**config.mk**
```make
export PLATFORM = sky130hd
export DESIGN_NAME = mode_counter
export DESIGN_NICKNAME = d
export VERILOG_FILES = /design/src/rtl/mode_counter.sv
export SDC_FILE = /design/constraint.sdc
export NUM_CORES = 1
export LEC_CHECK = 0
export ABC_AREA = 1
export ABC_CLOCK_PERIOD_IN_PS = 3400
export CORE_MARGIN = 5
export CORE_UTILIZATION = 54
export DETAILED_ROUTE_END_ITERATION = 16
export GPL_ROUTABILITY_DRIVEN = 0
export MAX_ROUTING_LAYER = met4
export PLACE_DENSITY = 0.82
export SYNTH_ARGS = -nofsm -noshare
export SYNTH_HDL_FRONTEND = slang
export SYNTH_SLANG_ARGS = --single-unit
```
**constraint.sdc**
```tcl
create_clock -name clk -period 3.4 [get_ports clk]
set_input_delay 0.51 -clock clk [delete_from_list [all_inputs] [get_ports clk]]
set_output_delay 0.51 -clock clk [all_outputs]
set_load 0.02 [all_outputs]
```
**src/rtl/mode_counter.sv**
```systemverilog
// rtl/mode_counter.sv - up/down counter with wrap, saturate and one-shot modes
// Arithmetic is one bit wider than count so limit/STEP crossings never alias.
module mode_counter #(
  parameter int WIDTH = 8,
  parameter int STEP  = 1
) (
  input  logic             clk,
  input  logic             rst,
  input  logic             en,
  input  logic             dir,
  input  logic [1:0]       mode,
  input  logic             load,
  input  logic [WIDTH-1:0] load_val,
  input  logic [WIDTH-1:0] limit,
  output logic [WIDTH-1:0] count,
  output logic             tc,
  output logic             done
);

  typedef enum logic [1:0] {
    MODE_WRAP     = 2'b00,
    MODE_SATURATE = 2'b01,
    MODE_ONESHOT  = 2'b10,
    MODE_RESERVED = 2'b11
  } mode_t;

  localparam logic [WIDTH-1:0] STEP_N = WIDTH'(STEP);
  localparam logic [WIDTH:0]   STEP_W = {1'b0, STEP_N};

  logic [WIDTH:0]   cnt_w;
  logic [WIDTH:0]   lim_w;
  logic [WIDTH:0]   nxt_up;
  logic [WIDTH-1:0] nxt_dn;
  logic [WIDTH-1:0] count_nxt;
  logic             tc_nxt;
  logic             done_nxt;

  assign cnt_w  = {1'b0, count};
  assign lim_w  = {1'b0, limit};
  assign nxt_up = cnt_w + STEP_W;
  assign nxt_dn = count - STEP_N;

  always_comb begin
    count_nxt = count;
    tc_nxt    = 1'b0;
    done_nxt  = done;
    if (load) begin
      count_nxt = load_val;
      done_nxt  = 1'b0;
    end else if (en && !done) begin
      case (mode_t'(mode))
        MODE_WRAP: begin
          if (dir) begin
            // count above limit also lands here and wraps to 0
            if (nxt_up > lim_w) begin
              count_nxt = '0;
              tc_nxt    = 1'b1;
            end else begin
              count_nxt = nxt_up[WIDTH-1:0];
            end
          end else if (cnt_w < STEP_W) begin
            count_nxt = limit;
            tc_nxt    = 1'b1;
          end else begin
            count_nxt = nxt_dn;
          end
        end
        MODE_SATURATE, MODE_ONESHOT: begin
          if (dir) begin
            if (nxt_up >= lim_w) begin
              count_nxt = limit;
              tc_nxt    = (count != limit);
            end else begin
              count_nxt = nxt_up[WIDTH-1:0];
            end
          end else if (cnt_w <= STEP_W) begin
            count_nxt = '0;
            tc_nxt    = (count != '0);
          end else begin
            count_nxt = nxt_dn;
          end
          if (mode_t'(mode) == MODE_ONESHOT && tc_nxt) done_nxt = 1'b1;
        end
        MODE_RESERVED: begin
          count_nxt = count;
        end
      endcase
    end
  end

  always_ff @(posedge clk or negedge rst) begin
    if (!rst) begin
      count <= '0;
      tc    <= 1'b0;
      done  <= 1'b0;
    end else begin
      count <= count_nxt;
      tc    <= tc_nxt;
      done  <= done_nxt;
    end
  end

endmodule

```
==> run_results.csv, run 1 <==
group,metric,value,unit
run_status,status,"finished, final reports clean",
hold_path,min_path_type,"input pin to async pin",
global_routing,gr-total-overflow,0,
die,die_w,68.3,um
routing,drtAntennaViolNets,0,
synth,synth_most_common_cell,"nand2_1",
place,place_hpwl,4080,um
cells_and_area,area_growth,20.6,%
cells_and_area,antennaDiodeCount,0,
worst_setup_path,cp_top_family,"simple AND/OR/NAND/NOR gates",
timing,fin_tns_setup,0,ns
routing,vias,2130,
timing,finalHoldViolations,0,
timing,slew_viol_final,0,
die,core-area,3310,um^2
timing,slew_headroom,0.685,
synth,ys_types,27,
clocking,ctsResizeCount,0,
cells_and_area,fin_area,2220,um^2
clocking,cts_buffers,3,
worst_setup_path,crit_required,3.56,ns
synth,synth_area,1840,um^2
worst_setup_path,worst_setup_path_end_kind,"flip-flop",
synth,synthFlopType,"dfrtp_1",
job,cap_violations,0,
clocking,hold_buffers,0,
power,p_clk_frac,0.125,
synth,ys.warnings.count,0,
routing,dr.pass1.iters,5,
power,pwr-share-seq,0.210,
synth,ys_top_cells_by_count,"nand2_1, inv_1, nand3_1",
place,dpl_cell_area,2180,um^2
timing,clock_skew,0.00361,ns
synth,async_flop_share,1.00,
timing,period_minus_slack,2.84,ns
routing,dr.first_iter.drc_count,156,
global_routing,grt_pass1_vias,1996,
clocking,clock_latency,0.27,ns
synth,netlist_top_cells_area,"nand2_1, dfrtp_1, ha_1",
clocking,cts_tree,"built",
power,p_comb_frac,0.665,
power,switching_power,0.435,mW
global_routing,grt_pass1_wl,8640,um
worst_setup_path,path_buf_inv,1,
global_routing,grtUsageTotal,0.246,
place,port_buffers,32,
cells_and_area,drive_gt1_frac,0.0930,
timing,tightest_slew,0.471,ns
die,start_util,0.555,
worst_setup_path,path_cells,"ha_1, nand3_2, xor2_1, inv_1, ha_1, nand2_1, nor2_2, nand2_1, nand3_1, nand2_2, nand2_2, nand2_4, nand3_1, nand3_1, nand2_1, nand2_1, nand2_1, nand2_1",
clocking,postCtsSetupBuffers,0,
synth,syn_avg_cell_area,5.66,um^2
clocking,htree_levels,1,
timing,rsz0062_at_grt,"false",
synth,netlist.area_leader.share,0.237,
synth,synth-seq-cells,10,
clocking,clock_path_buffers,2,
die,dieHeight,68.3,um
routing,routedWlPerCell,12.7,um
worst_setup_path,critPathKind,"flip-flop to flip-flop",
worst_setup_path,critPathMaxFanout,10,
power,leakage,1.22,nW
power,vdd_drop_max,0.263,mV
worst_setup_path,arrival,3.01,ns
synth,synth_cells,325,
power,p_int,0.421,mW
timing,setup_violations,0,
worst_setup_path,slowest_delay,0.52,ns
routing,routed_via_density,5.31,
global_routing,antenna_found_initial,0,
timing,hold_ws,0.557,ns
synth,yosysTopAreaCell,"nand2_1",
synth,syn_nets,364,
cells_and_area,nFillCells,326,
synth,yosysSeqAreaShare,0.136,
timing,fmax,352,MHz
timing,fin_crit_sh,0.837,
routing,drc,0,
worst_setup_path,critPathSlowestCell,"dfrtp_1",
power,powerDensity,386,nW/um^2
clocking,cts-root-buf,"clkbuf_4",
routing,routed_wl,5090,um
die,rows,21,
clocking,clock_sinks,10,
power,swShare,0.508,
die,io_pins,33,
worst_setup_path,start_kind,"flip-flop",
die,dieArea,4670,um^2
synth,synth-edff-count,0,
clocking,clk_pin_slew,0.07,ns
worst_setup_path,critPathMostFrequentCell,"nand2_1",
cells_and_area,nets,395,
global_routing,grt_start_max_net_pins,25,
[cell families (layout without fill, tap and decap cells)]
group | count (synthesis) | count (layout) | share of synthesized area
xor gates and xnor gates | 8 | 8 | 0.0381
adders and majority gates | 16 | 16 | 0.109
AOI/OAI and AO/OA | 21 | 21 | 0.0633
DFF | 10 | 10 | 0.136
and+or+nand+nor | 211 | 211 | 0.515
buffers and inverters | 59 | 89 | 0.139
[metal layers]
layer / global-route usage / part of all wire
met1: 0.310 / 0.43
met2: 0.400 / 0.47
met3: 0.0443 / 0.069
met4: 0.0720 / 0.025
met5: - / 0
[worst paths after layout]
kind | startpoint | endpoint | slack, ns | cells past startpoint
setup / recovery | count[1] | count[3] | 0.56 | 18
setup reg to reg | count[1] | count[3] | 0.56 | 18
hold / removal | rst | count[1] | 0.56 | 1
min in group clk | done | done | 0.56 | 2
hold reg to reg | done | done | 0.56 | 2
max in group asynchronous | rst | count[4] | 2.52 | 1
[registers in the layout, summed over array words and instances, names as in the netlist]
name   cells
done       1
count      8
tc         1
[area by class of cell]
type / count / area, um^2 / area share
inverters: 49 / 189 / 0.0853
repair buffers: 36 / 350 / 0.158
flip-flops and latches: 10 / 250 / 0.113
clock buffers: 4 / 36.3 / 0.0164
well taps: 46 / 57.6 / 0.0260
multi-input cells: 256 / 1330 / 0.601
[layout by cell type, fill, tap and decap left out, types with 8 or more instances in the layout]
| master | count |
|---|---|
| a21oi_1 | 9 |
| clkdlybuf4s50_1 | 32 |
| dfrtp_1 | 10 |
| ha_1 | 16 |
| inv_1 | 37 |
| inv_2 | 8 |
| nand2_1 | 116 |
| nand3_1 | 36 |
| nand4_1 | 12 |
| nor2_1 | 30 |
[power by group through the flow]
stage	clock network, mW	logic [mW]	registers (mW)
floorplan	0	0.398	0.182
finish	0.107	0.569	0.180
detailed placement	0	0.564	0.180
global route	0.120	0.647	0.183
CTS	0.111	0.567	0.178
global placement	0	0.558	0.181
[metrics by stage]
step                power (mW)   util  instances  setup WS, ns
finish                   0.856  0.669        401         0.555
global route             0.950  0.669        401         0.237
CTS                      0.856  0.669        401         0.574
detailed placement       0.744  0.658        397         0.583
global placement         0.739  0.658        397         0.641
floorplan                0.580      -        325         0.889
No activity file was read; power rests on OpenSTA's default activity.
==> run 2: changes to the inputs <==
--- a/config.mk
+++ b/config.mk
@@ -6,7 +6,7 @@
 export NUM_CORES = 1
 export LEC_CHECK = 0
 export ABC_AREA = 1
-export ABC_CLOCK_PERIOD_IN_PS = 3400
+export ABC_CLOCK_PERIOD_IN_PS = 3000
 export CORE_MARGIN = 5
 export CORE_UTILIZATION = 54
 export DETAILED_ROUTE_END_ITERATION = 16
==> constraint.sdc (replaced) <==
create_clock -name clk -period 3 [get_ports clk]
set_input_delay 0.45 -clock clk [delete_from_list [all_inputs] [get_ports clk]]
set_output_delay 0.45 -clock clk [all_outputs]
set_load 0.02 [all_outputs]
==> run 2 against run 1 <==
Compared with the run above:
- sequential power is 4% higher
- clock skew fell by 0.0028 ns
- clock power is 20% higher
- sequential share of layout area fell by 0.15 points
- total power up 18%
- critical path type unchanged
- highest routed layer unchanged
==> run_results.csv, run 2 (same netlist as run 1, synthesis figures left out) <==
group,metric,value,unit
timing,setup_violations,0,
cells_and_area,largest_register_ffs,8,
routing,dr.pass1.iters,5,
hold_path,min_path_type,"input pin to async pin",
timing,clock_skew,0.000771,ns
cells_and_area,antennaDiodeCount,0,
routing,highest_layer,"met4",
global_routing,gr-total-overflow,0,
place,place_hpwl,4250,um
global_routing,grt_start_max_net_pins,25,
timing,slew_headroom,0.682,
routing,vias,2242,
timing,tightest_slew,0.476,ns
global_routing,grt_pass1_vias,1979,
power,leakage,1.24,nW
routing,routed_wl,5440,um
die,rows,21,
place,port_buffers,32,
worst_setup_path,critPathKind,"flip-flop to flip-flop",
clocking,clock_sinks,10,
routing,routedWlPerCell,13.4,um
timing,hold_ws,0.494,ns
clocking,clock_latency,0.27,ns
routing,drtAntennaViolNets,0,
routing,met2_length,2650,um
die,die_w,68.3,um
cells_and_area,multiInputGateArea,1350,um^2
cells_and_area,fin_util,0.685,
cells_and_area,fin_cells,406,
cells_and_area,fin_area,2270,um^2
power,vdd_drop_max,0.214,mV
clocking,cts_tree,"built",
clocking,cts_buffers,3,
routing,routed_via_density,5.52,
worst_setup_path,crit_required,3.17,ns
cells_and_area,drive_gt1_frac,0.111,
clocking,htree_levels,1,
worst_setup_path,arrival,3.00,ns
timing,fmax,353,MHz
global_routing,grtUsageTotal,0.247,
place,dpl_cell_area,2220,um^2
timing,fin_crit_sh,0.945,
cells_and_area,area_growth,23.4,%
cells_and_area,nets,400,
cells_and_area,largest-register,"count",
cells_and_area,register_area,253,um^2
power,powerDensity,446,nW/um^2
cells_and_area,final_cell_mix,"nand2_1, inv_1, nand3_1, clkdlybuf4s50_1, nor2_1",
timing,slew_viol_final,0,
worst_setup_path,start_kind,"flip-flop",
die,dieHeight,68.3,um
clocking,clk_pin_slew,0.07,ns
cells_and_area,nFillCells,335,
timing,period_minus_slack,2.83,ns
die,dieArea,4670,um^2
cells_and_area,layout_commonest_cell,"nand2_1",
clocking,clock_path_buffers,2,
routing,dr_wl_met3,351,um
die,start_util,0.555,
worst_setup_path,worst_setup_path_end_kind,"flip-flop",
place,post-place-cells,402,
global_routing,antenna_found_initial,0,
clocking,cts-root-buf,"clkbuf_4",
die,io_pins,33,
cells_and_area,top_regs,"count: 8 flops, done: 1 flops, tc: 1 flops",
worst_setup_path,critPathMaxFanout,10,
routing,drc,0,
job,cap_violations,0,
routing,dr.first_iter.drc_count,246,
run_status,status,"finished, final reports clean",
die,core-area,3310,um^2
timing,finalHoldViolations,0,
global_routing,grt_pass1_wl,8710,um
routing,met1_length,2320,um
power,design_power_total,1.01,mW
run 2: changes by cell type in the layout (fill, tap and decap cells not counted):
cell,previous run,this run
nor2_2,2,1
dfrtp_1,10,8
nand3_4,1,2
dfrtp_2,0,2
nor2_4,0,1
buf_4,4,9
nand3_2,5,4
run 2: timing repair:
action	CTS	global route
gates resized for setup	0	4
setup buffers	0	0
hold buffers	0	0
endpoints found under the setup margin	0	6
run 2: stage by stage:
step | setup TNS (ns) | setup WS, ns
detailed placement | 0 | 0.202
floorplan | 0 | 0.489
CTS | 0 | 0.198
global placement | 0 | 0.267
global route | -0.0131 | -0.0131
finish | 0 | 0.166
run 2: worst paths after layout:
path,startpoint,endpoint,slack (ns),depth (start not counted)
worst min-delay path,rst,count[5],0.49,1
worst min register to register,done,done,0.57,2
worst max register to register,count[0],count[6],0.17,18
max in group asynchronous,rst,count[1],2.16,1
worst max-delay path,count[0],count[6],0.17,18
min in group clk,done,done,0.57,2
run 2: area by class of cell:
cell class | instances | share of cell area
Tap cell | 46 | 0.0254
Timing Repair Buffer | 41 | 0.171
Inverter | 49 | 0.0833
Sequential cell | 10 | 0.111
Clock buffer | 4 | 0.0160
Multi-Input combinational cell | 256 | 0.593
run 2: power breakdown:
part	leakage (nW)	internal, mW	switching [mW]
Combinational	1.10	0.264	0.432
Sequential	0.120	0.156	0.0313
Clock	0.0210	0.0738	0.0538
Total	1.24	0.494	0.517
run 2: worst max-delay path: stages, from the launching register on:
cell	delay, ns
dfrtp_2	0.46
ha_1	0.26
nand3_2	0.13
xor2_1	0.22
inv_1	0.09
ha_1	0.31
nand2_1	0.11
nor2_4	0.17
nand2_1	0.06
nand3_1	0.09
nand2_2	0.16
nand2_2	0.13
nand2_4	0.09
nand3_1	0.08
nand3_1	0.07
nand2_1	0.11
nand2_1	0.06
nand2_1	0.07
nand2_1	0.05
run 2: per-layer routing:
metal,track usage,up-vias
met1,0.316,1009
met4,0.0546,0
met5,-,-
li1,-,1100
met2,0.420,119
met3,0.0246,14
==> run 3: changes to the inputs <==
--- a/config.mk
+++ b/config.mk
@@ -7,6 +7,7 @@
 export LEC_CHECK = 0
 export ABC_AREA = 1
 export ABC_CLOCK_PERIOD_IN_PS = 3000
+export CAP_MARGIN = 10
 export CORE_MARGIN = 5
 export CORE_UTILIZATION = 54
 export DETAILED_ROUTE_END_ITERATION = 16
==> results of run 3 <==
No change in the layout: final DEF, timing and power equal those of run 2.
